--- src/rtl/alu_pipe_if.sv ---
// Handshake bundle for alu_pipe: an input op beat (valid/ready) and a result beat (valid/ready).
// The master modport is the op issuer and result consumer; the slave modport is the ALU.
interface alu_pipe_if #(
    parameter int WIDTH = 8,
    parameter int TAG_W = 4
);
    logic             in_valid;
    logic             in_ready;
    logic [2:0]       in_op;
    logic [WIDTH-1:0] in_a;
    logic [WIDTH-1:0] in_b;
    logic [TAG_W-1:0] in_tag;

    logic             out_valid;
    logic             out_ready;
    logic [WIDTH-1:0] out_res;
    logic [TAG_W-1:0] out_tag;
    logic [3:0]       out_flags;

    modport master (
        output in_valid, in_op, in_a, in_b, in_tag, out_ready,
        input  in_ready, out_valid, out_res, out_tag, out_flags
    );

    modport slave (
        input  in_valid, in_op, in_a, in_b, in_tag, out_ready,
        output in_ready, out_valid, out_res, out_tag, out_flags
    );
endinterface

--- src/rtl/alu_pipe.sv ---
// Two-stage pipelined ALU with full valid/ready backpressure and a pass-through tag.
// Define ALU_SAT_EN to make ADD/SUB saturate on signed overflow instead of wrapping.
module alu_pipe #(
    parameter int WIDTH = 8,
    parameter int TAG_W = 4
) (
    input logic       clk,
    input logic       rst,
    alu_pipe_if.slave bus
);
    localparam int SH_W = $clog2(WIDTH);
    localparam int MSB  = WIDTH - 1;

    localparam logic [2:0] OP_ADD = 3'd0;
    localparam logic [2:0] OP_SUB = 3'd1;
    localparam logic [2:0] OP_AND = 3'd2;
    localparam logic [2:0] OP_OR  = 3'd3;
    localparam logic [2:0] OP_XOR = 3'd4;
    localparam logic [2:0] OP_SHL = 3'd5;
    localparam logic [2:0] OP_SHR = 3'd6;
    localparam logic [2:0] OP_SLT = 3'd7;

    logic             s1_valid;
    logic [2:0]       s1_op;
    logic [WIDTH-1:0] s1_a;
    logic [WIDTH-1:0] s1_b;
    logic [TAG_W-1:0] s1_tag;

    logic             out_valid;
    logic [WIDTH-1:0] out_res;
    logic [TAG_W-1:0] out_tag;
    logic [3:0]       out_flags;

    logic adv1;
    logic adv2;

    // A stage may advance when its successor is empty or is itself draining this cycle.
    assign adv2 = !out_valid || bus.out_ready;
    assign adv1 = !s1_valid || adv2;

    assign bus.in_ready  = adv1;
    assign bus.out_valid = out_valid;
    assign bus.out_res   = out_res;
    assign bus.out_tag   = out_tag;
    assign bus.out_flags = out_flags;

    always_ff @(posedge clk or posedge rst) begin
        if (rst) begin
            s1_valid <= 1'b0;
        end else if (adv1) begin
            s1_valid <= bus.in_valid;
        end
    end

    // NOTE: operand staging registers carry no reset; s1_valid alone says whether they hold a live op.
    always_ff @(posedge clk) begin
        if (adv1 && bus.in_valid) begin
            s1_op  <= bus.in_op;
            s1_a   <= bus.in_a;
            s1_b   <= bus.in_b;
            s1_tag <= bus.in_tag;
        end
    end

    logic [WIDTH:0]   sum;
    logic [WIDTH:0]   diff;
    logic [WIDTH-1:0] res;
    logic             carry;
    logic             ovf;

    // NOTE: every combinational output gets a default before the case so no latch is inferred.
    always_comb begin
        sum   = {1'b0, s1_a} + {1'b0, s1_b};
        diff  = {1'b0, s1_a} - {1'b0, s1_b};
        res   = '0;
        carry = 1'b0;
        ovf   = 1'b0;
        case (s1_op)
            OP_ADD: begin
                res   = sum[WIDTH-1:0];
                carry = sum[WIDTH];
                ovf   = (s1_a[MSB] == s1_b[MSB]) && (res[MSB] != s1_a[MSB]);
            end
            OP_SUB: begin
                res   = diff[WIDTH-1:0];
                carry = diff[WIDTH];
                ovf   = (s1_a[MSB] != s1_b[MSB]) && (res[MSB] != s1_a[MSB]);
            end
            OP_AND:  res = s1_a & s1_b;
            OP_OR:   res = s1_a | s1_b;
            OP_XOR:  res = s1_a ^ s1_b;
            OP_SHL:  res = s1_a << s1_b[SH_W-1:0];
            OP_SHR:  res = s1_a >> s1_b[SH_W-1:0];
            OP_SLT:  res = {{(WIDTH-1){1'b0}}, ($signed(s1_a) < $signed(s1_b))};
            default: res = '0;
        endcase
`ifdef ALU_SAT_EN
        // Overflow direction always follows the sign of a for both ADD and SUB.
        if (ovf) begin
            res = s1_a[MSB] ? {1'b1, {(WIDTH-1){1'b0}}} : {1'b0, {(WIDTH-1){1'b1}}};
        end
`else
        res = res;
`endif
    end

    always_ff @(posedge clk or posedge rst) begin
        if (rst) begin
            out_valid <= 1'b0;
            out_res   <= '0;
            out_tag   <= '0;
            out_flags <= '0;
        end else if (adv2) begin
            out_valid <= s1_valid;
            if (s1_valid) begin
                out_res   <= res;
                out_tag   <= s1_tag;
                out_flags <= {carry, ovf, (res == '0), res[MSB]};
            end
        end
    end
endmodule
--- src/flat_wrapper.sv ---
// flat-port wrapper written by rule: the top's interface ports become plain ports
module alu_pipe_flat 
#(
    parameter int WIDTH = 8,
    parameter int TAG_W = 4
)
  (clk, rst, bus_in_valid, bus_in_op, bus_in_a, bus_in_b, bus_in_tag, bus_out_ready, bus_in_ready, bus_out_valid, bus_out_res, bus_out_tag, bus_out_flags);
  alu_pipe_if #(.WIDTH(WIDTH), .TAG_W(TAG_W)) bus_i ();
  input logic clk;
  input logic rst;
  input wire logic [$bits(bus_i.in_valid)-1:0] bus_in_valid;
  input wire logic [$bits(bus_i.in_op)-1:0] bus_in_op;
  input wire logic [$bits(bus_i.in_a)-1:0] bus_in_a;
  input wire logic [$bits(bus_i.in_b)-1:0] bus_in_b;
  input wire logic [$bits(bus_i.in_tag)-1:0] bus_in_tag;
  input wire logic [$bits(bus_i.out_ready)-1:0] bus_out_ready;
  output wire logic [$bits(bus_i.in_ready)-1:0] bus_in_ready;
  output wire logic [$bits(bus_i.out_valid)-1:0] bus_out_valid;
  output wire logic [$bits(bus_i.out_res)-1:0] bus_out_res;
  output wire logic [$bits(bus_i.out_tag)-1:0] bus_out_tag;
  output wire logic [$bits(bus_i.out_flags)-1:0] bus_out_flags;
  assign bus_i.in_valid = bus_in_valid;
  assign bus_i.in_op = bus_in_op;
  assign bus_i.in_a = bus_in_a;
  assign bus_i.in_b = bus_in_b;
  assign bus_i.in_tag = bus_in_tag;
  assign bus_i.out_ready = bus_out_ready;
  assign bus_in_ready = bus_i.in_ready;
  assign bus_out_valid = bus_i.out_valid;
  assign bus_out_res = bus_i.out_res;
  assign bus_out_tag = bus_i.out_tag;
  assign bus_out_flags = bus_i.out_flags;
  alu_pipe #(.WIDTH(WIDTH), .TAG_W(TAG_W)) u_core (.clk(clk), .rst(rst), .bus(bus_i));
endmodule
--- config.mk ---
export PLATFORM = sky130hd
export DESIGN_NAME = alu_pipe_flat
export DESIGN_NICKNAME = d
export VERILOG_FILES = /design/src/rtl/alu_pipe_if.sv /design/src/rtl/alu_pipe.sv /design/src/flat_wrapper.sv
export SDC_FILE = /design/constraint.sdc
export NUM_CORES = 1
export LEC_CHECK = 0
export CAP_MARGIN = 20
export CORE_MARGIN = 5
export CORE_UTILIZATION = 47
export DETAILED_ROUTE_END_ITERATION = 12
export PLACE_DENSITY = 0.7
export REMOVE_ABC_BUFFERS = 1
export SYNTH_ARGS = -nofsm -noshare
export SYNTH_HDL_FRONTEND = slang
export SYNTH_SLANG_ARGS = --single-unit
--- constraint.sdc ---
create_clock -name clk -period 3.79 [get_ports clk]
set_input_delay 0.758 -clock clk [delete_from_list [all_inputs] [get_ports clk]]
set_output_delay 0.758 -clock clk [all_outputs]
set_load 0.03 [all_outputs]
==> results of run 1 <==
-- area by class of cell --
| type | count | area [um^2] | share of cell area |
|---|---|---|---|
| Clock buffer | 6 | 93.8 | 0.0251 |
| Multi-Input combinational cell | 247 | 1840 | 0.492 |
| Clock inverter | 2 | 12.5 | 0.00335 |
| Inverter | 28 | 105 | 0.0281 |
| Tap cell | 80 | 100 | 0.0268 |
| Timing Repair Buffer | 48 | 470 | 0.126 |
| Sequential cell | 40 | 1120 | 0.299 |
-- metrics by stage --
step / area [um^2] / hold WS [ns] / setup WS (ns) / std cells / utilization
floorplan: 3060 / 0.415 / 1.07 / 315 / -
global placement: 3630 / 0.420 / 1.01 / 443 / 0.543
detailed placement: 3630 / 0.420 / 0.992 / 443 / 0.543
CTS: 3740 / 0.437 / 0.986 / 451 / 0.559
global route: 3740 / 0.472 / 0.746 / 451 / 0.559
finish: 3740 / 0.436 / 0.982 / 451 / 0.559
-- power groups by stage --
| stage | Combinational [mW] | Clock, mW | Sequential (mW) |
|---|---|---|---|
| detailed placement | 0.472 | 0 | 0.565 |
| global route | 0.518 | 0.357 | 0.563 |
| CTS | 0.475 | 0.336 | 0.555 |
| global placement | 0.468 | 0 | 0.562 |
| floorplan | 0.233 | 0 | 0.628 |
| finish | 0.480 | 0.326 | 0.555 |
-- cells by family (layout without fill, tap and decap cells) --
logic type | count (synthesis) | after routing | share of synthesized area
adders and majority gates | 27 | 27 | 0.111
DFF | 40 | 40 | 0.352
AOI/OAI and AO/OA | 90 | 90 | 0.212
and+or+nand+nor | 105 | 105 | 0.162
buffers and inverters | 48 | 84 | 0.0675
xor gates and xnor gates | 5 | 5 | 0.0138
muxes | 20 | 20 | 0.0810
-- flip-flops by register name (all words and copies together), names as in the netlist --
signal	count
u_core.bus.out_valid	1
u_core.s1_a	8
u_core.s1_b	8
u_core.s1_tag	4
u_core.s1_op	3
u_core.bus.out_res	7
u_core.s1_valid	1
u_core.bus.out_flags	4
u_core.bus.out_tag	4
-- final timing paths --
kind | cells after the start | to | slack, ns | start
worst max-delay path | 3 | bus_in_ready | 0.98 | bus_out_ready
worst min-delay path | 2 | u_core.bus.out_tag[1] | 0.44 | u_core.s1_tag[1]
worst max register to register | 9 | u_core.bus.out_flags[1] | 1.01 | u_core.s1_b[2]
worst min register to register | 2 | u_core.bus.out_tag[1] | 0.44 | u_core.s1_tag[1]
max in group asynchronous | 2 | u_core.bus.out_tag[3] | 2.52 | rst
min in group asynchronous | 2 | u_core.bus.out_res[1] | 0.85 | rst
-- cell usage in the layout, fill, tap and decap left out, drive strengths merged, types with 3 or more instances in the layout --
cell / count
dfrtp: 17
ha: 25
o21ai: 13
a22oi: 5
nand3: 9
nand2b: 9
nor2b: 5
a211oi: 3
and2: 3
nor2: 19
edfxtp: 23
o22ai: 3
o21bai: 3
nor3: 9
nand2: 38
clkdlybuf4s50: 44
clkbuf: 6
mux2: 3
nand3b: 4
a31oi: 5
o21a: 4
o211ai: 7
xnor2: 4
mux2i: 14
a21oi: 12
buf: 4
mux4: 3
inv: 28
o2111ai: 6
o31ai: 3
a32oi: 4
-- routing by layer --
metal / GRT usage / wire length (um) / up-vias
li1: - / - / 1292
met1: 0.279 / 3550 / 1326
met5: 0 / 0 / -
met2: 0.304 / 3750 / 145
met4: 0.0631 / 178 / 0
met3: 0.0386 / 653 / 17
-- cells in the mapped netlist (3+ instances only) --
| library cell | number |
|---|---|
| a211oi_1 | 3 |
| a21oi_1 | 11 |
| a22oi_1 | 5 |
| a31oi_1 | 5 |
| a32oi_1 | 4 |
| and2_1 | 3 |
| buf_2 | 12 |
| buf_4 | 3 |
| clkbuf_1 | 3 |
| dfrtp_1 | 17 |
| edfxtp_1 | 23 |
| ha_1 | 25 |
| inv_1 | 26 |
| mux2i_1 | 13 |
| nand2_1 | 38 |
| nand2b_1 | 9 |
| nand3_1 | 9 |
| nand3b_1 | 4 |
| nor2_1 | 19 |
| nor2b_1 | 4 |
| nor3_1 | 9 |
| o2111ai_1 | 6 |
| o211ai_1 | 7 |
| o21a_1 | 4 |
| o21ai_0 | 11 |
| o21bai_1 | 3 |
| o22ai_1 | 3 |
| xnor2_1 | 4 |
-- worst register-to-register path, delay by kind of cell, from the launching register on --
family | cells | cell delay (ns)
AOI/OAI and AO/OA | 5 | 1.25
DFF | 1 | 0.56
adders and majority gates | 1 | 0.48
buffers and inverters | 1 | 0.16
xor gates and xnor gates | 1 | 0.14
and+or+nand+nor | 1 | 0.10
==> metrics.txt, run 1 <==
clock transition at the registers of the reported paths 0.08 ns; Die Span X a little over 90 um; Peak supply drop 0.000173 V; TritonCTS clock tree built; Finish-stage setup viols 0; mean post-synth cell area between 9 and 10 um^2; number of enable-type register cells in the synthesized netlist 23; delay of the slowest cell on the worst path between 0.6 and 0.7 ns; cell chosen for the clock root clkbuf_8; Gate power share 0.353; total net switching power between 0.4 and 0.5 mW; Die Span Y between 90 and 100 um; top achievable clock speed 356 MHz; cell taking the most area after synthesis edfxtp_1; PostCTS Resize Cnt 0; post-layout minimum cycle time about 2.8 ns; clock latency at the later pin of the worst-skew pair 0.30 ns; total number of vias 2780; Crit path arrival time 2.05 ns; Core Area about 0.0067 mm^2; maximum number of pins on one net before global-route repair 25; die footprint 0.00848 mm^2; First-pass DRT Iterations 5; worst hold path type reg -> reg; part of the total power dissipated in the clock network 0.240; sequence of cells on the critical path clkdlybuf4s50_1, nand3b_1, clkdlybuf4s50_1; number of hold buffers added after CTS 0; Post-CTS Setup Bufs 0; CP most frequent cell clkdlybuf4s50_1; number of global-route vias before repair between 2000 and 3000; Clock Skews between 0.008 and 0.009 ns; Port Buffers between 40 and 50; Crit path max-delay family buffers and inverters; number of warning messages in the yosys log 0; slew at the pin closest to its max-slew limit slightly below 1 ns; power density relative to cell area 364 mW/mm^2; cell types occupying the most area after synthesis edfxtp_1 22%, dfrtp_1 13%, ha_1 9.9%; proportion of netlist area held by the largest area contributor 0.218; sequential-to-total area share from yosys stat 0.352; dpl hpwl between 6000 and 7000 um; DRT antenna net count 0; final cycle utilization of the critical path 0.741; Post-Syn Area between 0.003 and 0.004 mm^2; number of pins exceeding their max-slew limit in the final report 0; startpoint-to-endpoint class of the critical path in -> out; synthesis-stage register bit count 40; number of placed I/O pins 45; initial standard-cell utilization of the core 0.474; worst max-slew margin expressed relative to the limit 0.349; Routed Wire Length approximately 8000 um; share of synthesized registers carrying an async set or reset 0.425; sum of internal, switching and leakage power ~1.4 mW; Area Overhead vs Synth 17.9%; DRC errors left 0; All-Layer GR Usage 0.197; aggregate global routing overflow 0; total internal power ~0.88 mW; main flop type after synthesis edfxtp_1; Setup crit end kind output pin; depth of the CTS H-tree 2; Site Rows 30; drt first-iter violations around 370; fraction of final layout cells with drive strength greater than 1 0.0701; Leakage Power between 1.5 and 2 nW; number of diodes 0; gate count after technology mapping ~340; vias per std cell about 6.2; startpoint kind of the worst setup timing path input port; Hold Vio Cnt, Final 0; drt wl/cell around 18 um; distinct cell type count after synthesis 66; Sequential Power Share 0.408; net switching fraction of the power 0.351; worst-case clock buffer depth 2; number of nets in the final layout between 400 and 500; buffers and inverters on the worst path 2; global-route wire length before repair about 13000 um; Max Cap Violations 0; required arrival time at the worst endpoint a little over 3 ns; post-route setup TNS 0 ns; Max stage delay cell, worst path clkdlybuf4s50_1; setup repair after global routing missed its margin no; Filler cells about 610; global placer's final weighted congestion between 0.9 and 1; result of the run finished clean; maximum fanout count along the critical path 3; initial antenna violation count 0; number of sinks handled by clock tree synthesis 40; total clock buffers created by CTS 5
(Power assumes the default switching activity.)
==> run 2: changes to the inputs <==
- clock period: 3.79 -> 2.8 ns (I/O delays scaled with it)
==> run 2 against run 1 <==
Final cell count grew 4.9%. Routed wire length up 5.7%. Sequential cell count stayed put. Core utilization increased by 2.6 points. Clock-buffer cell count is 1 lower. Sequential power increased by 33%. Combinational power up 46%. Worst setup slack worse by 0.76 ns. Power rose by 41%. Global-route usage grew 0.84 points. First-iteration DRC count shrank 14%. Critical path type is now reg -> reg. Largest cell class unchanged. Largest power group unchanged.
==> metrics.txt, run 2 (same netlist as run 1, synthesis figures left out) <==
Max Cap Violations 0; post-route setup TNS 0 ns; initial standard-cell utilization of the core 0.474; DRT antenna net count 0; Hold Vio Cnt, Final 0; depth of the CTS H-tree 2; post-layout minimum cycle time 2.57 ns; Peak supply drop 0.000356 V; clock latency at the later pin of the worst-skew pair about 0.30 ns; result of the run finished clean; startpoint-to-endpoint class of the critical path reg -> reg; power density relative to cell area around 490 mW/mm^2; fraction of final layout cells with drive strength greater than 1 0.125; number of placed I/O pins 45; worst hold path type reg -> reg; drt wl/cell 18.2 um; setup slack after layout ~0.23 ns; Setup WS pre-CTS 0.204 ns; number of sinks handled by clock tree synthesis 40; highest metal used met4; slew at the pin closest to its max-slew limit about 0.66 ns; startpoint kind of the worst setup timing path flop; initial antenna violation count 0; worst-case clock buffer depth 2; largest registers in the final layout u_core.s1_a: 8 flops, u_core.s1_b: 8 flops, u_core.bus.out_res: 7 flops; final cycle utilization of the critical path 0.919; maximum fanout count along the critical path 4; maximum number of pins on one net before global-route repair 24; Filler cells around 600; TritonCTS clock tree built; aggregate global routing overflow 0; number of nets in the final layout around 450; Port Buffers 44; global placer's final weighted congestion between 0.9 and 1; Routed Wire Length between 8000 and 9000 um; Leakage Power around 1.6 nW; drt first-iter violations 321; Finish-stage setup viols 0; total number of vias around 2900; Die Span X between 90 and 100 um; Crit path arrival time about 2.8 ns; worst max-slew margin expressed relative to the limit 0.561; number of diodes 0; clock transition at the registers of the reported paths about 0.09 ns; Site Rows 30; most used cells in the layout excluding fill and tap cells 44 x clkdlybuf4s50_1, 38 x nand2_1, 26 x inv_1, 26 x buf_4, 25 x ha_1; number of pins exceeding their max-slew limit in the final report 0; Routed met2 length 3880 um; Met1 Wirelength about 3800 um; First-pass DRT Iterations 5; Setup crit end kind flop; Area Overhead vs Synth 23.5%; required arrival time at the worst endpoint between 3 and 4 ns; global-route wire length before repair approximately 14000 um; Core Area approximately 0.0067 mm^2; die footprint about 0.0085 mm^2; cell chosen for the clock root clkbuf_8; All-Layer GR Usage 0.206; Met3 Routed Length about 720 um; number of global-route vias before repair ~2600; vias per std cell a little over 6; setup repair after global routing missed its margin no; leading cell type in the layout, fill and taps excluded clkdlybuf4s50_1; Clock Skews between 0.01 and 0.015 ns; total clock buffers created by CTS 5; dpl hpwl 6700 um; top achievable clock speed slightly below 400 MHz; DRC errors left 0; Die Span Y between 90 and 100 um
[run 2: power breakdown]
group	total (mW)	switching (mW)	internal [mW]
Sequential	0.737	0.0437	0.693
Clock	0.482	0.218	0.264
Combinational	0.702	0.401	0.302
[run 2: final timing paths]
check / cells after the start / start / slack [ns] / endpoint
max: 10 / u_core.s1_a[0] / 0.23 / u_core.bus.out_flags[1]
min: 2 / u_core.s1_tag[1] / 0.44 / u_core.bus.out_tag[1]
max reg2reg: 10 / u_core.s1_a[0] / 0.23 / u_core.bus.out_flags[1]
min reg2reg: 2 / u_core.s1_tag[1] / 0.44 / u_core.bus.out_tag[1]
max in group asynchronous: 2 / rst / 1.73 / u_core.bus.out_tag[2]
min in group asynchronous: 2 / rst / 0.64 / u_core.bus.out_res[1]
[run 2: worst max-delay path, stage by stage (launching register included)]
cell	delay, ns
edfxtp_1	0.40
inv_1	0.08
ha_1	0.22
fa_1	0.41
o21bai_1	0.18
a21oi_2	0.10
o31ai_2	0.27
mux2i_1	0.15
a211oi_2	0.28
o2111ai_1	0.18
o41ai_2	0.21
[run 2: per-layer routing]
metal	track usage	up-vias
li1	-	1347
met1	0.295	1366
met2	0.319	151
met3	0.0287	13
met4	0.0656	0
met5	0	-
[run 2: timing repair]
action,CTS,global route
buffers inserted,0,1
resized for setup,0,1
endpoints found under the setup margin,0,1
hold buffers,0,0
[run 2: cell type report]
| type | count | area [um^2] | area share |
|---|---|---|---|
| well taps | 80 | 100 | 0.0256 |
| flip-flops and latches | 40 | 1120 | 0.285 |
| clock buffers | 5 | 68.8 | 0.0176 |
| clock inverters | 3 | 42.5 | 0.0109 |
| repair buffers | 70 | 636 | 0.163 |
| inverters | 28 | 105 | 0.0269 |
| multi-input cells | 247 | 1840 | 0.471 |
[run 2: metrics by stage]
stage | power, mW | hold slack, ns | area, um^2 | cells | util
detailed placement | 1.44 | 0.440 | 3790 | 464 | 0.567
global placement | 1.43 | 0.420 | 3790 | 464 | 0.567
finish | 1.92 | 0.445 | 3910 | 473 | 0.585
floorplan | 1.17 | 0.415 | 3060 | 315 | -
global route | 2.01 | 0.472 | 3910 | 473 | 0.585
CTS | 1.92 | 0.450 | 3900 | 472 | 0.584
